### src/rtl/vpu_pkg.sv
`default_nettype none
// ============================================================================
// Package : vpu_pkg
// Purpose : Shared vector-unit definitions: sequencer state encoding,
//           vector memory opcodes and the default element stride.
// Revision: 1.0 - initial release
// ============================================================================
package vpu_pkg;

  // Sequencer state encoding
  localparam logic [1:0] ST_IDLE  = 2'd0;
  localparam logic [1:0] ST_ISSUE = 2'd1;
  localparam logic [1:0] ST_WAIT  = 2'd2;
  localparam logic [1:0] ST_FIN   = 2'd3;

  typedef enum logic [1:0] {
    S_IDLE  = ST_IDLE,
    S_ISSUE = ST_ISSUE,
    S_WAIT  = ST_WAIT,
    S_FIN   = ST_FIN
  } vseq_state_e;

  // Major opcodes of the vector memory instructions
  localparam logic [6:0] OPC_LW_V = 7'b0000111;
  localparam logic [6:0] OPC_SW_V = 7'b0100111;

  // Byte distance between consecutive vector elements
  localparam int ELEM_BYTES_DEF = 4;

endpackage : vpu_pkg
`default_nettype wire

### src/rtl/vmem_sequencer.sv
`default_nettype none
// ============================================================================
// Module  : vmem_sequencer
// Purpose : Breaks LW_V / SW_V into VLEN element accesses on the shared data
//           memory, stalls the pipeline while busy and writes an assembled
//           load vector to the vector register file in one strobe.
// Revision: 1.0 - initial release
// ============================================================================
module vmem_sequencer
  import vpu_pkg::*;
#(
  parameter int VLEN       = 4,
  parameter int DATA_W     = 32,
  parameter int ADDR_W     = 32,
  parameter int ELEM_BYTES = ELEM_BYTES_DEF,
  parameter int VREG_AW    = 5
) (
  input  logic                     clk,
  input  logic                     rst_n,
  input  logic                     start,
  input  logic                     is_store,
  input  logic [ADDR_W-1:0]        base_addr,
  input  logic [VREG_AW-1:0]       vd,
  input  logic [VLEN*DATA_W-1:0]   vs_data,
  output logic                     mem_req,
  output logic                     mem_we,
  output logic [ADDR_W-1:0]        mem_addr,
  output logic [DATA_W-1:0]        mem_wdata,
  input  logic                     mem_gnt,
  input  logic                     mem_rvalid,
  input  logic [DATA_W-1:0]        mem_rdata,
  output logic                     vreg_we,
  output logic [VREG_AW-1:0]       vreg_waddr,
  output logic [VLEN*DATA_W-1:0]   vreg_wdata,
  output logic                     busy,
  output logic                     stall,
  output logic                     done
);

  localparam int IDX_W = (VLEN > 1) ? $clog2(VLEN) : 1;
  localparam logic [IDX_W-1:0] LAST_IDX = IDX_W'(VLEN - 1);

  vseq_state_e        state;
  logic [IDX_W-1:0]   idx;
  logic [IDX_W-1:0]   idx_nxt;
  logic               op_store;
  logic [ADDR_W-1:0]  base_q;
  logic [VREG_AW-1:0] vd_q;
  logic [DATA_W-1:0]  st_lane [VLEN];
  logic [DATA_W-1:0]  ld_lane [VLEN];
  logic [VLEN*DATA_W-1:0] ld_vec_next;

  // Element address; the sum wraps modulo 2^ADDR_W on purpose
  function automatic logic [ADDR_W-1:0] elem_addr(input logic [ADDR_W-1:0] b,
                                                  input logic [IDX_W-1:0]  i);
    return b + ADDR_W'(i) * ADDR_W'(ELEM_BYTES);
  endfunction

  assign idx_nxt = idx + IDX_W'(1);

  // Upstream must freeze in the very cycle a vector op is presented
  assign stall = busy | start;

  // Load buffer including the lane arriving this cycle, used for the final write
  always_comb begin
    ld_vec_next = '0;
    for (int i = 0; i < VLEN; i++) begin
      ld_vec_next[i*DATA_W +: DATA_W] = (IDX_W'(i) == idx) ? mem_rdata : ld_lane[i];
    end
  end

  // Sequencer FSM with registered (Moore) outputs
  always_ff @(posedge clk or negedge rst_n) begin
    if (!rst_n) begin
      state      <= S_IDLE;
      idx        <= '0;
      op_store   <= 1'b0;
      base_q     <= '0;
      vd_q       <= '0;
      for (int i = 0; i < VLEN; i++) begin
        st_lane[i] <= '0;
        ld_lane[i] <= '0;
      end
      mem_req    <= 1'b0;
      mem_we     <= 1'b0;
      mem_addr   <= '0;
      mem_wdata  <= '0;
      vreg_we    <= 1'b0;
      vreg_waddr <= '0;
      vreg_wdata <= '0;
      busy       <= 1'b0;
      done       <= 1'b0;
    end else begin
      done    <= 1'b0;
      vreg_we <= 1'b0;
      case (state)
        S_IDLE: begin
          // start arriving while busy never reaches here, so it is ignored
          if (start) begin
            op_store <= is_store;
            base_q   <= base_addr;
            vd_q     <= vd;
            for (int i = 0; i < VLEN; i++) begin
              st_lane[i] <= vs_data[i*DATA_W +: DATA_W];
            end
            idx       <= '0;
            state     <= S_ISSUE;
            busy      <= 1'b1;
            mem_req   <= 1'b1;
            mem_we    <= is_store;
            mem_addr  <= base_addr;
            mem_wdata <= vs_data[DATA_W-1:0];
          end
        end

        S_ISSUE: begin
          // Without a grant every request output simply holds its value
          if (mem_gnt) begin
            if (op_store && (idx != LAST_IDX)) begin
              idx       <= idx_nxt;
              mem_addr  <= elem_addr(base_q, idx_nxt);
              mem_wdata <= st_lane[idx_nxt];
            end else begin
              mem_req   <= 1'b0;
              mem_we    <= 1'b0;
              mem_addr  <= '0;
              mem_wdata <= '0;
              if (op_store) begin
                state <= S_FIN;
                done  <= 1'b1;
              end else begin
                state <= S_WAIT;
              end
            end
          end
        end

        S_WAIT: begin
          if (mem_rvalid) begin
            ld_lane[idx] <= mem_rdata;
            if (idx == LAST_IDX) begin
              state      <= S_FIN;
              done       <= 1'b1;
              vreg_we    <= 1'b1;
              vreg_waddr <= vd_q;
              vreg_wdata <= ld_vec_next;
            end else begin
              idx       <= idx_nxt;
              state     <= S_ISSUE;
              mem_req   <= 1'b1;
              mem_we    <= op_store;
              mem_addr  <= elem_addr(base_q, idx_nxt);
              mem_wdata <= st_lane[idx_nxt];
            end
          end
        end

        S_FIN: begin
          state      <= S_IDLE;
          busy       <= 1'b0;
          vreg_waddr <= '0;
          vreg_wdata <= '0;
        end

        default: begin
          state <= S_IDLE;
          busy  <= 1'b0;
        end
      endcase
    end
  end

endmodule : vmem_sequencer
`default_nettype wire

### config.mk
export PLATFORM = sky130hd
export DESIGN_NAME = vmem_sequencer
export DESIGN_NICKNAME = d
export VERILOG_FILES = /design/src/rtl/vpu_pkg.sv /design/src/rtl/vmem_sequencer.sv
export SDC_FILE = /design/constraint.sdc
export NUM_CORES = 1
export LEC_CHECK = 0
export CELL_PAD_IN_SITES_DETAIL_PLACEMENT = 1
export CELL_PAD_IN_SITES_GLOBAL_PLACEMENT = 1
export CORE_UTILIZATION = 25
export DETAILED_ROUTE_END_ITERATION = 6
export PLACE_DENSITY_LB_ADDON = 0.2
export RECOVER_POWER = 100
export SYNTH_ARGS = -nofsm -noshare
export SYNTH_HDL_FRONTEND = slang
export SYNTH_SLANG_ARGS = --single-unit
### constraint.sdc
create_clock -name clk -period 5.38 [get_ports clk]
set_input_delay 1.076 -clock clk [delete_from_list [all_inputs] [get_ports clk]]
set_output_delay 1.076 -clock clk [all_outputs]
set_load 0.1 [all_outputs]
==> results of run 1 <==
-- logic make-up after synthesis --
| kind of cell | after synthesis | synth area share, % |
|---|---|---|
| mux | 393 | 22.60 |
| fa+ha+maj | 11 | 0.7035 |
| xor+xnor | 26 | 1.104 |
| buf+inv | 138 | 2.911 |
| compound gates | 248 | 8.995 |
| flops | 468 | 56.77 |
| simple gates | 319 | 6.920 |
-- layout by cell type (no fill, tap or decap), types with 18 or more instances in the layout --
master | netlist | routed
and3_1 | 21 | 21
a22oi_1 | 29 | 29
clkdlybuf4s50_1 | 0 | 200
mux4_2 | 32 | 32
mux2_2 | 207 | 207
nand2_1 | 140 | 139
clkbuf_1 | 80 | 18
a221oi_1 | 46 | 46
dfrtp_1 | 468 | 467
o21ai_0 | 31 | 32
o31ai_1 | 97 | 97
nor2_1 | 106 | 104
clkbuf_16 | 0 | 58
mux2i_1 | 99 | 99
dlygate4sd3_1 | 0 | 203
mux2_1 | 55 | 55
-- worst min-delay path by stage --
stage,to,depth (start not counted),from
final,vreg_wdata[80],2,vreg_wdata[80]
after global routing,vreg_wdata[37],2,vreg_wdata[37]
after CTS,vreg_wdata[30],2,vreg_wdata[30]
after detailed placement,vreg_wdata[30],2,vreg_wdata[30]
after global placement,vreg_wdata[82],2,vreg_wdata[82]
after floorplan,ld_lane[75],1,ld_lane[75]
-- cells in the mapped netlist (all sizes together) (2+ instances only) --
library cell / number / area share [%]
dfrtp: 468 / 57
mux2: 262 / 14
nand2: 140 / 2.5
nor2: 106 / 1.9
mux2i: 99 / 4.8
o31ai: 97 / 3.5
clkbuf: 82 / 1.6
a221oi: 46 / 2.0
buf: 42 / 1.1
o21ai: 33 / 0.80
mux4: 32 / 3.5
a22oi: 29 / 1.1
and3: 22 / 0.69
xnor2: 16 / 0.68
a221o: 15 / 0.73
inv: 14 / 0.25
nand4: 14 / 0.45
a21oi: 12 / 0.29
nand3: 11 / 0.29
ha: 10 / 0.61
xor2: 10 / 0.42
a22o: 8 / 0.34
nor3: 5 / 0.12
nand2b: 4 / 0.12
nor4: 4 / 0.19
a31oi: 2 / 0.061
and3b: 2 / 0.091
and4: 2 / 0.085
or2: 2 / 0.061
-- cell type report --
| class | instances | area, µm² | share of cell area, % |
|---|---|---|---|
| clock buffers | 84 | 1689 | 6.096 |
| clock inverters | 23 | 251.5 | 0.9077 |
| flip-flops and latches | 468 | 11710 | 42.27 |
| inverters | 14 | 52.55 | 0.1897 |
| diodes | 5 | 12.51 | 0.04516 |
| multi-input cells | 997 | 8369 | 30.21 |
| repair buffers | 437 | 4294 | 15.50 |
| well taps | 1060 | 1326 | 4.787 |
-- per-layer routing --
layer  GRT usage, %  vias up
li1               -     6616
met1          19.89     7577
met2          26.96      331
met3          5.457      126
met4          5.066       32
met5              0        -
-- per-stage QoR --
step	area (µm²)	worst slack (ns)	utilization (%)	hold slack, ns
after floorplan	20630	1.568	-	0.4635
after global placement	25830	1.831	31.86	0.4636
after detailed placement	25830	1.754	31.86	0.4677
after CTS	27770	1.744	34.26	0.4811
after global routing	27700	0.8660	34.17	0.4972
final	27710	1.193	34.18	0.4707
-- flip-flops by register name (all words and copies together) (netlist names) --
name        flops
st_lane       128
vreg_wdata    128
ld_lane        96
base_q         32
mem_addr       32
mem_wdata      32
vd_q            5
vreg_waddr      5
idx             2
state           2
busy            1
done            1
mem_req         1
mem_we          1
op_store        1
vreg_we         1
-- worst min-delay path, stage by stage, from the launching register on --
cell     delay, ns
dfrtp_1       0.33
nand2_1       0.05
o31ai_1       0.05
==> results.sh, run 1 <==
export IMPL_grt_pass1_vias=16190
export IMPL_start_util_pct=25.45
export IMPL_max_cap_viol_count=9
export IMPL_num_vias=14680
export IMPL_top_layer="met5"
export IMPL_gr_total_overflow=0
export IMPL_path_clk_slew_ns=0.06
export IMPL_fin_cells=3088
export IMPL_routed_wl_met2_um=33030
export IMPL_async_reset_ff_share_pct=100.0
export IMPL_drive_above_1_share_pct=18.73
export IMPL_drtPass1Iterations=4
export IMPL_dpl_hpwl_um=45460
export IMPL_arrival_ns=4.68
export IMPL_syn_area_um2=20630
export IMPL_cp_depth=6
export IMPL_yosysUniqueCellTypes=57
export IMPL_setup_viol=0
export IMPL_slew_viol_final=472
export IMPL_crit_start="idx[0]"
export IMPL_crit_chain="inv_1 > ha_1 > clkbuf_1 > nand3_2 > buf_4 > mux2_1"
export IMPL_regToRegSetupSlack_ns=1.19
export IMPL_drt_met1_wl_um=28370
export IMPL_cts_setup_buffers=0
export IMPL_area_growth_pct=34.31
export IMPL_wl_um=68450
export IMPL_ys_warn_count=0
export IMPL_cts_buffer_depth=3
export IMPL_gp_congestion=0.7748
export IMPL_crit_fanout=33
export IMPL_start_kind="register"
export IMPL_crit_end="ld_lane[40]"
export IMPL_crit_buf_inv=3
export IMPL_synth_flop_cell="dfrtp_1"
export IMPL_worstReg2RegEnd="ld_lane[40]"
export IMPL_fmax_ghz=0.2388
export IMPL_clock_skew_ns=0.009779
export IMPL_crit_slowest_cell="clkbuf_1"
export IMPL_critPathKind="register to register"
export IMPL_synth_seq_cells=468
export IMPL_drtAntennaViolNets=0
export IMPL_cts_tree="built"
export IMPL_dieArea_um2=83670
export IMPL_num_fill_cells=8568
export IMPL_drtIter0Drc=545
export IMPL_reg2reg_depth=6
export IMPL_drc=0
export IMPL_grt_pass1_wl_um=103100
export IMPL_avgSynthCellArea_um2=12.87
export IMPL_violations="max-capacitance violations, max-slew violations"
export IMPL_reg2reg_from="idx[0]"
export IMPL_routed_wl_met3_um=5107
export IMPL_vias_per_cell=4.755
export IMPL_pin_count=406
export IMPL_cts_buffers=57
export IMPL_row_count=104
export IMPL_worstMarginPinSlew_ns=3.315
export IMPL_rsz0062_at_grt="false"
export IMPL_cts_resized=0
export IMPL_max_stage_delay_ns=2.33
export IMPL_clock_sinks=468
export IMPL_cts_root_buffer="clkbuf_16"
export IMPL_io_buffer_count=405
export IMPL_synth_edf_count=0
export IMPL_finalCritPeriodShare_pct=77.83
export IMPL_hp_class="register to register"
export IMPL_synth_nets=1817
export IMPL_outcome="finished with violations"
export IMPL_h_tree_depth=2
export IMPL_grt_max_degree=101
export IMPL_max_slew_margin_rel_pct=-121.0
export IMPL_synth_cells=1603
export IMPL_fin_crit_ns=4.187
export IMPL_finalHoldViolCount=0
export IMPL_tns_ns=0
export IMPL_end_kind="register"
export IMPL_wl_per_cell_um=22.17
export IMPL_die_x_um=289.3
export IMPL_yosysSeqAreaShare_pct=56.77
export IMPL_insertion_delay_ns=0.61
export IMPL_antenna_found_initial=21
export IMPL_nets=2189
export IMPL_coreArea_um2=81070
export IMPL_path_delay_family="buffers and inverters"
export IMPL_holdBufCountCts=0
export IMPL_dp_cells=2976
export IMPL_die_h_um=289.3
export IMPL_required_ns=5.88
export IMPL_grt_total_usage_pct=16.28
Power of run 1 is left out: the tool's default activity adds up to more than one toggle a clock period on the data nets, which glitch-free logic cannot reach.
==> run 2: changes to the inputs <==
==> constraint.sdc (replaced) <==
create_clock -name clk -period 4.37 [get_ports clk]
set_input_delay 0.874 -clock clk [delete_from_list [all_inputs] [get_ports clk]]
set_output_delay 0.874 -clock clk [all_outputs]
set_load 0.1 [all_outputs]
==> results.sh, run 2 (synthesis results as in run 1) <==
export IMPL_worstMarginPinSlew_ns=3.288
export IMPL_crit_end="st_lane[41]"
export IMPL_nets=2193
export IMPL_num_vias=14720
export IMPL_start_kind="input port"
export IMPL_holdBufCountCts=0
export IMPL_layout_commonest_cell="dfrtp_1"
export IMPL_drtPass1Iterations=4
export IMPL_grt_total_usage_pct=16.41
export IMPL_clock_skew_ns=0.01941
export IMPL_drtAntennaViolNets=0
export IMPL_tns_ns=0
export IMPL_gp_congestion=0.7708
export IMPL_rsz0062_at_grt="false"
export IMPL_antenna_found_initial=16
export IMPL_finalHoldViolCount=0
export IMPL_dieArea_um2=83670
export IMPL_required_ns=4.86
export IMPL_drc=0
export IMPL_cts_setup_buffers=0
export IMPL_most_common_layout_cells="467 x dfrtp_1, 206 x mux2_2, 203 x dlygate4sd3_1, 200 x clkdlybuf4s50_1, 139 x nand2_1"
export IMPL_setup_viol=0
export IMPL_wl_um=68720
export IMPL_start_util_pct=25.45
export IMPL_worstReg2RegEnd="st_lane[41]"
export IMPL_fin_crit_ns=3.557
export IMPL_die_h_um=289.3
export IMPL_row_count=104
export IMPL_dpl_hpwl_um=46160
export IMPL_reg2reg_depth=5
export IMPL_coreArea_um2=81070
export IMPL_io_buffer_count=405
export IMPL_end_kind="register"
export IMPL_vias_per_cell=4.767
export IMPL_regToRegSetupSlack_ns=0.83
export IMPL_wl_per_cell_um=22.25
export IMPL_holdPathStages=2
export IMPL_die_x_um=289.3
export IMPL_drtIter0Drc=595
export IMPL_cts_buffer_depth=3
export IMPL_outcome="finished with violations"
export IMPL_cts_resized=0
export IMPL_grt_max_degree=108
export IMPL_largestRegisters="st_lane (128), vreg_wdata (128), ld_lane (96)"
export IMPL_arrival_ns=4.05
export IMPL_reg2reg_from="state[0]"
export IMPL_hp_class="register to register"
export IMPL_max_cap_viol_count=7
export IMPL_crit_fanout=38
export IMPL_h_tree_depth=2
export IMPL_grt_pass1_vias=16100
export IMPL_stdcell_area_um2=27700
export IMPL_max_slew_margin_rel_pct=-119.2
export IMPL_path_clk_slew_ns=0.06
export IMPL_grt_pass1_wl_um=104200
export IMPL_violations="max-capacitance violations, max-slew violations"
export IMPL_finalCritPeriodShare_pct=81.41
export IMPL_critPathKind="input port to register"
export IMPL_area_growth_pct=34.26
export IMPL_pin_count=406
export IMPL_cts_tree="built"
export IMPL_drive_above_1_share_pct=18.73
export IMPL_insertion_delay_ns=0.61
export IMPL_gr_total_overflow=0
export IMPL_crit_start="start"
export IMPL_cts_root_buffer="clkbuf_16"
export IMPL_cts_buffers=56
export IMPL_place_area_um2=25960
export IMPL_slew_viol_final=473
export IMPL_clock_sinks=468
export IMPL_fmax_ghz=0.2811
-- run 2: changes by cell type in the layout (fill, tap and decap cells not counted), moves of 2 or more --
cell	previous run	this run
clkbuf_2	9	3
bufinv_16	4	2
ha_2	0	2
ha_1	9	7
buf_2	0	2
clkbuf_1	18	16
clkbuf_16	58	56
buf_4	15	17
buf_12	4	9
-- run 2: final cells by class --
cell class	instances	area (µm²)
antenna	6	15.01
clock buffer	78	1624
clock inverter	24	201.4
fill	8684	53370
inverter	14	52.55
multi-input combinational	997	8368
sequential	468	11710
tap	1060	1326
timing repair buffer	442	4397
-- run 2: worst min path at each step --
stage	endpoint	from	slack (ns)
floorplan	ld_lane[75]	ld_lane[75]	0.46
global placement	vreg_wdata[66]	vreg_wdata[66]	0.46
detailed placement	vreg_wdata[81]	vreg_wdata[81]	0.46
CTS	vreg_wdata[78]	rst_n	0.38
global route	vreg_wdata[42]	vreg_wdata[42]	0.49
finish	vreg_wdata[81]	vreg_wdata[81]	0.47
-- run 2: critical path, cell delays in order --
cell	delay, ns
dlygate4sd3_1	0.62
nand2_1	1.49
clkbuf_1	0.62
mux2_2	0.41
-- run 2: metrics by stage --
stage | hold slack [ns] | std cells | utilization (%) | setup WS, ns
floorplan | 0.4635 | 1603 | - | 0.5584
global placement | 0.4591 | 2981 | 32.02 | 1.043
detailed placement | 0.4646 | 2981 | 32.02 | 0.9966
CTS | 0.3770 | 3083 | 34.27 | 1.096
global route | 0.4930 | 3084 | 34.15 | 0.4800
finish | 0.4698 | 3089 | 34.16 | 0.8125
-- run 2: routing by layer --
metal  GRT usage (%)  routed length [µm]  vias up
met3           5.268                4925      125
met1           20.31               28740     7604
met4           4.750                1775       24
met2           27.18               33120      342
li1                -                   -     6629
met5               0                 153        -
Power of run 2 is left out for the same reason.
